File: src/rtl/fifo_reader.sv
// ----------------------------------------------------------------------------
// fifo_reader: drains a FIFO with one-cycle read latency into a 2-entry
// output buffer with valid/ready handshake. Option: FIFO_READER_CNT_EN. Rev 1.0
// ----------------------------------------------------------------------------
`default_nettype none

module fifo_reader #(
  parameter int DATA_WIDTH = 6,
  parameter int CNT_WIDTH  = 8
) (
  input  logic                  clk,
  input  logic                  reset_L,
  input  logic                  enable,
  input  logic                  Fifo_Empty,
  input  logic                  Almost_Empty,
  input  logic [DATA_WIDTH-1:0] Fifo_Data_in,
  input  logic                  ready_in,
  output logic                  pop,
  output logic [DATA_WIDTH-1:0] data_out,
  output logic                  valid_out,
  output logic                  busy,
  output logic [CNT_WIDTH-1:0]  word_cnt
);

  typedef enum logic [1:0] {
    IDLE  = 2'd0,
    RUN   = 2'd1,
    DRAIN = 2'd2
  } state_t;

  state_t                state;
  state_t                state_nxt;
  logic [DATA_WIDTH-1:0] buffer [2];
  logic                  rd_ptr;
  logic                  wr_ptr;
  logic [1:0]            occ;
  logic                  inflight;
  logic                  deq;
  logic [2:0]            occ_proj;

  // Projected occupancy once the word already in flight lands.
  always_comb begin
    deq       = valid_out & ready_in;
    occ_proj  = {1'b0, occ} + {2'b00, inflight} - {2'b00, deq};
    valid_out = (occ != 2'd0);
    data_out  = buffer[rd_ptr];
    busy      = (state == RUN) || (state == DRAIN);
    pop       = (state == RUN) & ~Fifo_Empty & (occ_proj < 3'd2)
              & ~(Almost_Empty & inflight);
  end

  always_comb begin
    state_nxt = state;
    case (state)
      IDLE:    if (enable) state_nxt = RUN;
      RUN:     if (!enable) state_nxt = DRAIN;
      DRAIN: begin
        if (enable)
          state_nxt = RUN;
        else if (!inflight && (occ == 2'd0))
          state_nxt = IDLE;
      end
      default: state_nxt = IDLE;
    endcase
  end

  always_ff @(posedge clk or negedge reset_L) begin
    if (!reset_L)
      state <= IDLE;
    else
      state <= state_nxt;
  end

  always_ff @(posedge clk or negedge reset_L) begin
    if (!reset_L) begin
      buffer[0] <= '0;
      buffer[1] <= '0;
      rd_ptr    <= 1'b0;
      wr_ptr    <= 1'b0;
      occ       <= 2'd0;
      inflight  <= 1'b0;
    end else begin
      inflight <= pop;
      if (inflight) begin
        buffer[wr_ptr] <= Fifo_Data_in;
        wr_ptr         <= ~wr_ptr;
      end
      if (deq)
        rd_ptr <= ~rd_ptr;
      case ({inflight, deq})
        2'b10:   occ <= occ + 2'd1;
        2'b01:   occ <= occ - 2'd1;
        default: occ <= occ;
      endcase
    end
  end

`ifdef FIFO_READER_CNT_EN
  logic [CNT_WIDTH-1:0] cnt;

  always_ff @(posedge clk or negedge reset_L) begin
    if (!reset_L)
      cnt <= '0;
    else if (deq)
      cnt <= cnt + {{(CNT_WIDTH-1){1'b0}}, 1'b1};
  end

  assign word_cnt = cnt;
`else
  assign word_cnt = '0;
`endif

endmodule

`default_nettype wire
File: config.mk
export PLATFORM = sky130hd
export DESIGN_NAME = fifo_reader
export DESIGN_NICKNAME = d
export VERILOG_FILES = /design/src/rtl/fifo_reader.sv
export SDC_FILE = /design/constraint.sdc
export NUM_CORES = 1
export LEC_CHECK = 0
export BUFFER_PORTS_ARGS = -buffer_cell sky130_fd_sc_hd__buf_2
export CAP_MARGIN = 10
export CORE_MARGIN = 4
export CORE_UTILIZATION = 57
export CTS_BUF_LIST = sky130_fd_sc_hd__clkbuf_4 sky130_fd_sc_hd__clkbuf_8
export CTS_CLUSTER_SIZE = 24
export DETAILED_ROUTE_END_ITERATION = 16
export PLACE_DENSITY = 0.86
export SETUP_SLACK_MARGIN = 0.15
export SLEW_MARGIN = 20
export SYNTH_ARGS = -nofsm -noshare
export SYNTH_HDL_FRONTEND = slang
export SYNTH_SLANG_ARGS = --single-unit
File: constraint.sdc
create_clock -name clk -period 3.44 [get_ports clk]
set_input_delay 0 -clock clk [delete_from_list [all_inputs] [get_ports clk]]
set_output_delay 0 -clock clk [all_outputs]
set_load 0.05 [all_outputs]
Word level (Yosys, flattened, before mapping)

Index checks and enable logic that the tools add are counted.

Register bits: 19
Bits in latches: 0
Memory bits (writable): 0
ROM bits: 0
Bits of input ports: 12
Logic and storage cells: 54
Memories: 0

Add/sub/neg operators: 4
Multiply operators: 0
Div/mod/pow operators: 0
$lt $le $gt $ge: 4
Eq/ne operators: 7
Shift operators: 0
Mux-type cells: 12
Bitwise logic cells: 11
Reduce and logical (&&, ||, !) cells: 9

Operators with widths:

| operator                                                                      | number |
|---|---|
| 6-bit 2-to-1 mux                                                              | 4 |
| 12-bit bitwise mux                                                            | 1 |
| 2-bit 2-to-1 mux                                                              | 4 |
| 6-bit demux with 1-bit select                                                 | 1 |
| 2-bit case mux with 3 select lines                                            | 1 |
| 1-bit bitwise AND                                                             | 5 |
| 2-bit by 1-bit == test with 1-bit output (second input constant)              | 2 |
| 2-bit == test (second input constant)                                         | 2 |
| 2-bit greater-or-equal comparator (second input constant)                     | 2 |
| 2-bit zero test                                                               | 2 |
| 2-bit inequality test (second input constant)                                 | 2 |
| 1-bit NOT                                                                     | 4 |
| 1-bit NOT with 2-bit output                                                   | 2 |
| 2-bit case mux with 2 select lines                                            | 1 |
| 2-bit nonzero test                                                            | 2 |
| 2-bit by 1-bit adder with 3-bit output                                        | 1 |
| 3-bit by 2-bit less-than comparator with 1-bit output (second input constant) | 1 |
| 3-bit by 2-bit inequality test with 1-bit output (second input constant)      | 1 |
| 3-bit AND reduction                                                           | 1 |
| 3-bit by 1-bit subtractor with 3-bit output                                   | 1 |
| 2-bit by 1-bit adder with 2-bit output (second input constant)                | 1 |
| 1-bit logical AND                                                             | 2 |
| 2-bit by 1-bit less-than comparator with 1-bit output (second input constant) | 1 |
| 2-bit by 1-bit subtractor with 2-bit output (second input constant)           | 1 |
| 2 further kinds                                                               | 2 |

Depth between registers and ports, before layout

Depth in word-level cells: 6
Gate-level depth with buffers: 6
Mapped depth without buffers: 6

Worst setup path after synthesis

OpenSTA, ideal clock, no wires.

Path kind: flip-flop to flip-flop
Start point: reg occ[1]
End point: reg inflight
Data arrival time: 2.914 ns
Data required time: 3.185 ns
Setup slack: 0.271 ns
Cell stages (with the launch flop): 7
Path buffers: 0
Period minus slack after synthesis: 3.169 ns
Cells stage by stage: dfrtp_1 > or2_1 > nand2_1 > nor2_1 > fa_1 > nand3b_1 > a211oi_1

Longest elaborated chain between the ends: 6

Ends and longest elaborated chain:

| item                                                  | RTL line | text |
|---|---|---|
| start: declaration                                    | 36       | `logic [1:0] occ;` |
| start signal: assignment                              | 91       | `2'b10: occ <= occ + 2'd1;` |
| start signal: assignment                              | 92       | `2'b01: occ <= occ - 2'd1;` |
| 2-bit nonzero test                                    | 45       | `valid_out = (occ != 2'd0);` |
| net valid_out                                         | 20       | `output logic valid_out,` |
| 1-bit bitwise AND                                     | 43       | `deq = valid_out & ready_in;` |
| 3-bit by 1-bit subtractor with 3-bit output           | 44       | `occ_proj = {1'b0, occ} + {2'b00, inflight} - {2'b00, deq};` |
| 3-bit by 2-bit less-than comparator with 1-bit output | 48       | `pop = (state == RUN) & ~Fifo_Empty & (occ_proj < 3'd2)` |
| 1-bit bitwise AND                                     | 48       |  |
| 1-bit bitwise AND                                     | 49       | `& ~(Almost_Empty & inflight);` |
| net pop                                               | 18       | `output logic pop,` |
| end signal: assignment                                | 83       | `inflight <= pop;` |
| end: declaration                                      | 37       | `logic inflight;` |

The timed path passes the listed nets, and every way through them passes these cells.
A chain may end at the register's enable or synchronous reset.

Worst setup path in the final report

Start point: reg occ[1]
End point: reg inflight

Longest elaborated chain between the ends: 6

Ends and longest elaborated chain:

| item                                                                           | RTL line |
|---|---|
| branches (longest 2 deep; another with 2-bit by 1-bit adder with 3-bit output) | n/a |
| 3-bit by 1-bit subtractor with 3-bit output *                                  | 44 |
| 3-bit by 2-bit less-than comparator with 1-bit output *                        | 48 |
| 1-bit bitwise AND *                                                            | 48 |
| 1-bit bitwise AND *                                                            | 49 |

Every way passes the cells marked *.

==> flow_summary_export.csv <==
group,metric,value,unit
outcome,outcome,"finished clean",
sta,worst_hold_slack,0.06105,ns
critical_path,r2r-end,"inflight",
route,vias,735,
pwr,power_frac_seq,0.361,
clock_network,cts.htree.levels,1,
clock_network,cts_tree,"built",
synth,synth_area_per_cell,12.07,um2
synth,synth-seq-area-share,0.4476,
route,via_per_inst,5.140,
floorplan,die_w,51.17,um
clock_network,path_clk_slew,0.10,ns
synth,synth_area_leader_cell,"dfrtp_1",
critical_path,cp.required,3.66,ns
grt,grt.met1_usage,0.1792,
place,io_buffer_count,20,
critical_path,cp_num_buf_inv,1,
floorplan,die_area,2618,um2
critical_path,cp-startpoint,"occ[1]",
critical_path,worst-path-stages,7,
critical_path,path_class,"register to register",
clock_network,clkLatencyLatePin,0.28,ns
place,dp_slack,1.361,ns
clock_network,cts_sinks,19,
synth,yosysTopAreaCellShare,0.4476,
critical_path,rrSetupSlack,0.98,ns
synth,synth_area,1062,um2
critical_path,cp_cell_sequence,"or2_1, nand2_1, nor2_1, fa_1, nand3b_1, a211oi_1, dlygate4sd3_1",
layout,layout-drive-gt1-share,0.2203,
sta,hold_viol_final,0,
route,ant_nets,0,
critical_path,critPathLaunchType,"register",
grt,grt_pass1_vias,706,
route,drt_iter0_drc,6,
pwr,p_sw_frac,0.4899,
clock_network,cts_buffers,3,
floorplan,die_y,51.17,um
pwr,ir_drop,0.0005358,V
synth,post_synth_num_cell_types,30,
floorplan,ios,29,
critical_path,critPathCapture,"inflight",
route,drt_first_pass_iters,4,
place,hpwlAfterDp,1.368,mm
floorplan,core.rowCount,15,
pwr,p_clk_frac,0.098,
floorplan,initial_core_util,0.6086,
layout,fin_nets,137,
pwr,p_comb_frac,0.541,
layout,final_common_cell,"buf_2",
grt,met2_usage,0.2575,
synth,ys_seq_elements,19,
pwr,p_int,0.5892,mW
job,drv_cap,0,
min_path,min_path_type,"primary input to register",
pwr,power.density,908.6,nW/um2
sta,grt_setup_unrepaired,"no",
route,wl,1.819,mm
critical_path,cp_slowest_cell,"dlygate4sd3_1",
sta,worst_pin_slew,0.5571,ns
critical_path,cp.arrival,2.68,ns
critical_path,critPathMaxFanout,8,
sta,setup_viol_count_final,0,
floorplan,placeableCoreArea,1745,um2
layout,antenna_cells,0,
pwr,p_switching,0.5658,mW
clock_network,cts-root-buf,"clkbuf_4",
sta,setup_ws,0.9849,ns
grt,antenna_found_initial,0,
grt,grt.total_usage,0.1484,
layout,syn_to_final_growth,19.67,%
grt,grt.met3_usage,0.03207,
grt,overflow,0,
sta,period_share,0.7137,
pwr,p_leak,0.6258,nW
sta,finClkSkew,0.004171,ns
sta,fmax,0.4073,GHz
route,wl_per_cell,12.72,um
critical_path,path_delay_family,"buffers and inverters",
place,place_congestion,0.7354,
critical_path,r2r_cells,7,
grt,grt_pass1_wl,2.898,mm
grt,grt_max_degree,20,
critical_path,cp-end-kind,"register",
sta,period_minus_slack,2.455,ns
sta,tns,0,ns
critical_path,critical_path.max_stage_delay,0.60,ns
synth,yosys_warnings,0,
route,drc_errors,0,
synth,synth_area_leaders,"dfrtp_1 (45%), mux2_1 (19%), ha_1 (5.9%)",
sta,finalMaxSlewViolations,0,
critical_path,r2r_start,"occ[1]",
clock_network,cts.repair.resized,0,
grt,busiest_layer,"met2",
layout,mostFrequentLayoutCells,"buf_2 (20), dfrtp_1 (19), mux2_1 (18)",
sta,maxSlewHeadroom,0.6278,
clock_network,cts_buffer_depth,2,
synth,syn_inst,88,
==> routing by layer <==
metal | part of all wire | up-vias
li1 | - | 345
met1 | 0.41 | 363
met2 | 0.50 | 25
met3 | 0.085 | 2
met4 | 0.0093 | 0
met5 | 0 | -
==> cell usage after synthesis <==
cell type	n
buf_6	1
a31oi_1	1
nor2b_1	1
o211ai_1	1
a211oi_1	2
xnor2_1	1
and4b_1	1
conb_1	1
and3_1	1
ha_1	5
clkbuf_1	2
o21ai_0	1
o21ai_1	1
nor2_1	2
fa_1	1
nand3_1	1
xor2_1	4
buf_4	8
nand3b_1	2
o31ai_2	1
nand2_1	3
or2_1	1
nand2b_1	1
inv_1	4
mux2i_1	1
a21oi_1	1
mux2_2	1
dfrtp_1	19
o31a_1	1
mux2_1	18
==> state kept, by name, indices dropped and copies added, names as in the netlist <==
signal,flops
state,2
occ,2
wr_ptr,1
buffer,12
inflight,1
rd_ptr,1
==> metrics by stage <==
step | cells | instance area, um2 | power (mW) | utilization
after detailed placement | 129 | 1141 | 1.040 | 0.6538
after floorplan | 95 | 1089 | 0.9289 | -
after CTS | 143 | 1271 | 1.169 | 0.7283
after global placement | 129 | 1141 | 1.010 | 0.6538
after global routing | 143 | 1271 | 1.225 | 0.7283
final | 143 | 1271 | 1.155 | 0.7283
==> worst min path at each step <==
stage | startpoint | end | slack, ns | cells after the start
after floorplan | reset_L | buffer[0] | -0.30 | 0
after global placement | reset_L | buffer[1] | -0.05 | 1
after detailed placement | reset_L | buffer[7] | -0.04 | 1
after CTS | enable | state[0] | 0.05 | 3
after global routing | enable | state[0] | 0.05 | 3
final | enable | state[0] | 0.06 | 3
==> tightest hold or removal path, delay by kind of cell <==
kind	cells	cell delay [ns]
compound gates	2	0.17
buf+inv	1	0.14
==> timing repair <==
| action | in CTS | in global routing |
|---|---|---|
| endpoints found under the hold margin | 33 | 0 |
| setup buffers | 0 | 0 |
| setup endpoints to repair | 0 | 0 |
| hold buffers | 10 | 0 |
==> power by group through the flow <==
stage	clock (mW)	sequential (mW)	combinational (mW)
6_report	0.114	0.416	0.625
2_1_floorplan	0	0.375	0.554
3_5_place_dp	0	0.422	0.617
5_1_grt	0.127	0.432	0.666
4_1_cts	0.119	0.417	0.633
3_3_place_gp	0	0.409	0.601
==> area by class of cell <==
cell class,instances,area (um2)
Multi-Input combinational cell,61,519.2
Sequential cell,19,475.5
Fill cell,127,474.2
Timing Repair Buffer,30,200.2
Tap cell,25,31.28
Clock buffer,4,30.03
Inverter,4,15.01
==> logic make-up (layout without fill, tap and decap cells) <==
family,after synthesis,after routing,synth area share
flops,19,19,0.4476
simple gates,13,13,0.06950
fa+ha+maj,6,6,0.07774
compound gates,9,9,0.06124
xor+xnor,5,5,0.04122
other cells,1,8,0.003530
buf+inv,15,38,0.08834
mux,20,20,0.2108
Note: power is estimated with default switching activity, not from simulation.
